File: src/rtl/output_post_data_module.sv
// Ping-pong result buffer that serializes a frame of signed words into bytes.
// Optional feature macro OUTPUT_SAT_EN: send one saturated signed byte per word.
module output_post_data_module #(
  parameter int DEPTH = 16,
  parameter int RES_W = 16
) (
  input  logic             clk,
  input  logic             rst_n,
  input  logic             en,
  input  logic [RES_W-1:0] i_res_din,
  input  logic             i_res_din_vld,
  input  logic             i_switch_pingpong,
  output logic [7:0]       o_data_dout,
  output logic             o_data_dout_vld,
  input  logic             i_dout_rdy,
  output logic             o_busy,
  output logic             o_wr_full,
  output logic             o_frame_done,
  output logic             o_switch_err,
  output logic [2:0]       o_dbg_state
);

  localparam int AW = (DEPTH > 1) ? $clog2(DEPTH) : 1;
  localparam int CW = AW + 1;
  localparam logic [CW-1:0] FULL_CNT = CW'(DEPTH);

  typedef enum logic [2:0] {
    S_IDLE    = 3'd0,
    S_FETCH   = 3'd1,
    S_SEND_HI = 3'd2,
    S_SEND_LO = 3'd3,
    S_DONE    = 3'd4
  } state_t;

  // Handshake: a byte transfers on a rising edge where o_data_dout_vld,
  // i_dout_rdy and en are all high; otherwise o_data_dout/o_data_dout_vld hold.
  // The result input has no back-pressure: words arriving while full are lost.

  state_t           state_q, state_d;
  logic [CW-1:0]    wcnt_q, wcnt_d;
  logic [CW-1:0]    rcnt_q, rcnt_d;
  logic [AW-1:0]    raddr_q, raddr_d;
  logic             bank_q, bank_d;
  logic [RES_W-1:0] word_q, word_d;
  logic             err_q, err_d;

  logic [RES_W-1:0] mem_q [2*DEPTH];

  logic             wr_en;
  logic             sw_ok;
  logic [CW-1:0]    frame_len;
  logic [AW:0]      rd_addr;
  logic [7:0]       hi_byte;

  assign wr_en     = en && i_res_din_vld && (wcnt_q != FULL_CNT);
  assign sw_ok     = en && i_switch_pingpong && (state_q == S_IDLE);
  assign frame_len = wcnt_q + CW'(wr_en);
  assign rd_addr   = {~bank_q, raddr_q};

  // Bank storage is never reset; only the counters define what is valid.
  always_ff @(posedge clk) begin
    if (wr_en) begin
      mem_q[{bank_q, wcnt_q[AW-1:0]}] <= i_res_din;
    end
  end

  always_ff @(posedge clk) begin
    if (!rst_n) begin
      state_q <= S_IDLE;
      wcnt_q  <= '0;
      rcnt_q  <= '0;
      raddr_q <= '0;
      bank_q  <= 1'b0;
      word_q  <= '0;
      err_q   <= 1'b0;
    end else begin
      state_q <= state_d;
      wcnt_q  <= wcnt_d;
      rcnt_q  <= rcnt_d;
      raddr_q <= raddr_d;
      bank_q  <= bank_d;
      word_q  <= word_d;
      err_q   <= err_d;
    end
  end

  always_comb begin
    state_d = state_q;
    wcnt_d  = wcnt_q;
    rcnt_d  = rcnt_q;
    raddr_d = raddr_q;
    bank_d  = bank_q;
    word_d  = word_q;
    err_d   = err_q;

    if (wr_en) wcnt_d = wcnt_q + CW'(1);
    if (en && i_switch_pingpong && (state_q != S_IDLE)) err_d = 1'b1;

    if (en) begin
      unique case (state_q)
        S_IDLE: begin
          // The word written on the switch edge lands in the outgoing bank.
          if (sw_ok) begin
            bank_d  = ~bank_q;
            rcnt_d  = frame_len;
            wcnt_d  = '0;
            raddr_d = '0;
            state_d = (frame_len == '0) ? S_DONE : S_FETCH;
          end
        end
        S_FETCH: begin
          word_d  = mem_q[rd_addr];
          raddr_d = raddr_q + AW'(1);
          rcnt_d  = rcnt_q - CW'(1);
          state_d = S_SEND_HI;
        end
        S_SEND_HI: begin
          if (i_dout_rdy) begin
`ifdef OUTPUT_SAT_EN
            state_d = (rcnt_q != '0) ? S_FETCH : S_DONE;
`else
            state_d = S_SEND_LO;
`endif
          end
        end
        S_SEND_LO: begin
          if (i_dout_rdy) state_d = (rcnt_q != '0) ? S_FETCH : S_DONE;
        end
        S_DONE:  state_d = S_IDLE;
        default: state_d = S_IDLE;
      endcase
    end
  end

`ifdef OUTPUT_SAT_EN
  logic in_range;
  assign in_range = (word_q[RES_W-1:7] == {(RES_W-7){word_q[RES_W-1]}});
  assign hi_byte  = in_range ? word_q[7:0] : (word_q[RES_W-1] ? 8'h80 : 8'h7F);
`else
  assign hi_byte  = word_q[RES_W-1 -: 8];
`endif

  always_comb begin
    o_data_dout = 8'h00;
    if (state_q == S_SEND_HI)      o_data_dout = hi_byte;
    else if (state_q == S_SEND_LO) o_data_dout = word_q[7:0];
  end

  assign o_data_dout_vld = (state_q == S_SEND_HI) || (state_q == S_SEND_LO);
  assign o_busy          = (state_q != S_IDLE);
  assign o_frame_done    = (state_q == S_DONE);
  assign o_wr_full       = (wcnt_q == FULL_CNT);
  assign o_switch_err    = err_q;
  assign o_dbg_state     = state_q;

endmodule
File: config.mk
export PLATFORM = sky130hd
export DESIGN_NAME = output_post_data_module
export DESIGN_NICKNAME = d
export VERILOG_FILES = /design/src/rtl/output_post_data_module.sv
export SDC_FILE = /design/constraint.sdc
export NUM_CORES = 1
export LEC_CHECK = 0
export CAP_MARGIN = 20
export CORE_MARGIN = 2
export CORE_UTILIZATION = 40
export CTS_BUF_LIST = sky130_fd_sc_hd__clkbuf_8
export CTS_CLUSTER_DIAMETER = 150
export DETAILED_ROUTE_END_ITERATION = 10
export SLEW_MARGIN = 20
export SYNTH_ARGS = -nofsm -noshare
export SYNTH_HDL_FRONTEND = slang
export SYNTH_SLANG_ARGS = --single-unit
File: constraint.sdc
create_clock -name clk -period 2.35 [get_ports clk]
set_input_delay 0.47 -clock clk [delete_from_list [all_inputs] [get_ports clk]]
set_output_delay 0.47 -clock clk [all_outputs]
set_load 0.01 [all_outputs]
# Word level (Yosys, flattened, before mapping)
# Memories as Yosys holds them, arrays and structs flattened. A register that Yosys moved wholly into a read port is not among the register bits.
# Cells that the tools add are included.
[totals] output_inout_bits=16 in_bits=22 regBits=19 mem_bits_rw=512 wordCells=55 n_memories=1
[memory_table] memory="mem_q" words=32 width=16 read_ports=1 rd_ports_with_merged_regs=1 wr=1 line_no="47" text="logic [RES_W-1:0] mem_q [2*DEPTH];"
[op_classes] eq_ne=9 reduce_logical=16 n_mux=18 n_addsub=4 n_bitwise=1
[ops] op="$mux W5" n=5
[ops] op="$mux W8" n=2
[ops] op="$mux W3" n=5
[ops] op="$pmux W3 S4" n=1
[ops] op="$pmux W5 S2" n=1
[ops] op="$pmux W4 S2" n=1
[ops] op="$eq A3 B2 Y1 const B" n=2
[ops] op="$ne A2 B2 Y1 const B" n=3
[ops] op="$reduce_and A3 Y1" n=2
[ops] op="$add A5 B1 Y5" n=1
[ops] op="$add A5 B1 Y5 const B" n=1
[ops] op="$eq A5 B5 Y1 const B" n=1
[ops] op="$logic_and A1 B1 Y1" n=5
[ops] op="$logic_not A5 Y1" n=1
[ops] op="$ne A5 B5 Y1 const B" n=1
[ops] op="$reduce_bool A5 Y1" n=1
[ops] op="$sub A5 B1 Y5 const B" n=1
[ops] op="$add A4 B1 Y4 const B" n=1
[ops] op="$mux W4" n=1
[ops] op="$reduce_and A4 Y1" n=1
[ops] op="$eq A3 B1 Y1 const B" n=1
[ops] op="$eq A3 B3 Y1 const B" n=1
[ops] op="$logic_not A3 Y1" n=1
[ops] op="$reduce_bool A3 Y1" n=1
[ops] op="6 further kinds" n=7

# Logic depth before layout (Yosys ltp)
[logic_depth] ltp_word=7 ltp_mapped=10 depth_no_buf=10

# Least setup slack after synthesis
# OpenSTA, ideal clock, no wires.
[synth_timing] path_kind="input -> register" from="input port en" to="memory mem_q[31][0] (enable)" path_stages=5 required_time_ns=1.962 arrival_time_ns=2.046 path_buffers=1 setup_time_ns=0.388 slack_ns=-0.084 cell_sequence="clkbuf_1 > nand2_1 > a31oi_2 > nand2_1 > nor2_1"
[synth_between] elab_chain_len=4
[synth_lines] element="from (decl)" line_no="9" text="input logic en,"
[synth_lines] element="$logic_and A1 B1 Y1 (2 in a row)" line_no="55" text="assign wr_en = en && i_res_din_vld && (wcnt_q != FULL_CNT);"
[synth_lines] element="$mux W1" line_no="62" text="if (wr_en) begin"
[synth_lines] element="$mux W1 (implied by the code)" line_no="63" text="mem_q[{bank_q, wcnt_q[AW-1:0]}] <= i_res_din;"
[synth_lines] element="to (decl)" line_no="47"
# Every way passes these cells.

==> out/results.ini <==
[pwr]
power.total_w=0.0192
power_density_nw_per_um2=737
power.leakage_nw=8.34
ir_worst_vdd_mv=0.449

[synth]
synth_common_cells=512 x edfxtp_1, 136 x mux2i_1, 64 x mux4_2, 64 x nor2_1
ys_seq_area_share_pct=73.4
syn_avg_cell_area_um2=17.8
synth_top_cell_by_area=edfxtp_1
muxShareOfSynthArea_pct=12.9
synth_top_family_by_area=multiplexers
synth_fa_ha_area_share_pct=0.514
synth_cells=1232
yosysTopAreaCellShare_pct=70.2
syn_area_um2=21900
synth_compound_area_share_pct=5.97
synth_edf_count=512
ys_types=55
synth_most_common_cell=edfxtp_1
synthFlopType=edfxtp_1
ys_ff_latch=547
synth_fp_nets=1263
async_reset_ff_share_pct=0
synthTopCellsByArea=edfxtp_1 70%, mux4_2 6.6%, mux2i_1 6.2%
synth-xor-area-share_pct=0.400
yosys.area_share.simple_pct=4.42
synth_warnings=0

[status]
outcome=complete, no violations

[worst_setup_path]
r2r_start=raddr_q[0]
crit_fanout=18
cp.arrival_ns=2.82
cp-startpoint=raddr_q[0]
critPathKind=register to register
cp-end-kind=register
cp-start-kind=register
cp.required_ns=2.85

[cts]
htreeDepth=3
cts-root-buf=clkbuf_8
cts_buffer_depth=3
cts.clk_slew.worst_paths_ns=0.07
clock_latency_ns=0.67
cts_buffers=89
cts.sinks=547
cts_tree=yes

[route]
ant_nets=0
vias_per_cell=5.47
dr.pass1.iters=5
dr.first_iter.drc_count=1162
routed_wl_um=54000
wl_per_cell_um=24.4
vias=12100
drc=0

[die]
io_pins=38
core_um2=53900
die-area_um2=56600
dieWidth_um=238
die_y_um=238
num_rows=85
start_util_pct=40.6

[global_routing]
antenna_found_initial=2
grt_pass1_vias=12100
grt_start_max_net_pins=55
grt_overflow_total=0
grt_pass1_wl_um=79400
track_usage_pct=19.3

[sta]
worst_pin_slew_ns=0.742
finalSetupViolations=0
rsz0062_at_grt=no
post-route-period-util_pct=98.6
fin_skew_ns=0.0171
tns_ns=0
max_freq_ghz=0.431
slew_viol_final=0
hold_violations=0
slew-limit-headroom_pct=50.5
period_needed_ns=2.32

[cells_and_area]
drive_gt1_share_pct=25.0
fillers=4498
fin_nets=1473
final_core_util_pct=48.3
area_delta_synth_final_pct=19.0

[place]
io_buffer_count=37
gp_congestion=0.876
hpwl_um=33100

[flow_run]
max_cap_viol_count=0

[worst_hold_path]
hp-class=register to register
hp-start=o_switch_err

-- report_power, final --
| part | internal, W | total [W] | switching, W |
|---|---|---|---|
| combinational | 0.000480 | 0.00110 | 0.000624 |
| clock | 0.00364 | 0.00736 | 0.00373 |
| sequential | 0.0107 | 0.0107 | 0.0000435 |
| total | 0.0148 | 0.0192 | 0.00439 |
-- timing repair --
action,CTS,global route
gates cloned,1,0
hold buffers,0,0
pin swaps,2,1
endpoints found under the setup margin,16,15
resized for setup,47,17
setup buffers,2,4
-- critical path, stage by stage, from the launching register on --
cell and delay [ns]:
dfxtp_4 0.48, buf_12 0.23, mux4_2 0.52, nor2b_1 0.18, a211oi_1 0.58, o32ai_1 0.16
-- placed cells by master, fill, tap and decap left out, types with 4 or more instances in the layout --
cell             count
edfxtp_1           512
mux2i_1            131
buf_4              124
clkbuf_8            92
mux4_2              64
nor2_1              50
inv_1               45
a22oi_1             35
buf_12              35
nor2b_1             34
o22ai_1             32
a211oi_1            30
dfxtp_1             30
nand2_1             24
o21ai_0             24
clkdlybuf4s50_1     24
a21oi_1             20
clkinv_1            19
o32ai_1             16
or3_1               15
a21boi_0            14
nor3_1              11
nor2_2              10
clkinv_2             9
ha_1                 8
nand3b_1             7
dlygate4sd2_1        7
nor2_4               5
xnor2_1              5
xor2_1               5
mux2i_4              4
nand3_1              4
nand2b_1             4
a211oi_2             4
o311ai_1             4
-- path summary, 6_finish.rpt --
| check | to | slack, ns | cells past startpoint |
|---|---|---|---|
| worst min-delay path | o_switch_err | 0.47 | 2 |
| worst min register to register | o_switch_err | 0.47 | 2 |
| worst max register to register | word_q[13] | 0.03 | 5 |
| worst max-delay path | word_q[13] | 0.03 | 5 |
-- layout make-up --
class | count | area, um^2 | area share [%]
Multi-Input combinational cell | 597 | 5470 | 21.0
Clock buffer | 92 | 1270 | 4.86
Sequential cell | 547 | 16100 | 61.8
Tap cell | 696 | 871 | 3.34
Timing Repair Buffer | 199 | 2030 | 7.78
Clock inverter | 70 | 300 | 1.15
Inverter | 8 | 30.0 | 0.115
Antenna cell | 2 | 5.00 | 0.0192
-- cells by family (layout without fill, tap and decap cells) --
| logic type | count (synthesis) | after routing |
|---|---|---|
| fa+ha+maj | 9 | 9 |
| mux | 201 | 201 |
| simple gates | 187 | 187 |
| other cells | 0 | 2 |
| xor+xnor | 10 | 10 |
| flops | 547 | 547 |
| compound gates | 190 | 190 |
| buf+inv | 88 | 369 |
-- per-stage QoR --
stage               worst slack [ns]  cells  hold slack (ns)  instance area (um^2)
floorplan                    -0.0842   1232            0.489                 21900
global placement              -0.516   2040            0.456                 24300
detailed placement            -0.554   2040            0.457                 24300
CTS                           -0.189   2205            0.472                 25900
global route                 0.00175   2210            0.532                 26100
finish                        0.0323   2211            0.472                 26100
-- per-layer routing --
layer  track usage, %  vias to the layer above  wire, um
met5                0                        -        18
met4             6.12                        2      1350
met3             3.71                       87      2910
met2             31.3                      371     26200
met1             26.4                     6245     23500
li1                 -                     5392         -
-- sequential cells by signal (all words and copies together) (netlist names) --
signal	flops
bank_q	1
mem_q	512
o_dbg_state	3
o_switch_err	1
raddr_q	4
rcnt_q	5
wcnt_q	5
word_q	16
Note: power is estimated with default switching activity, not from simulation.
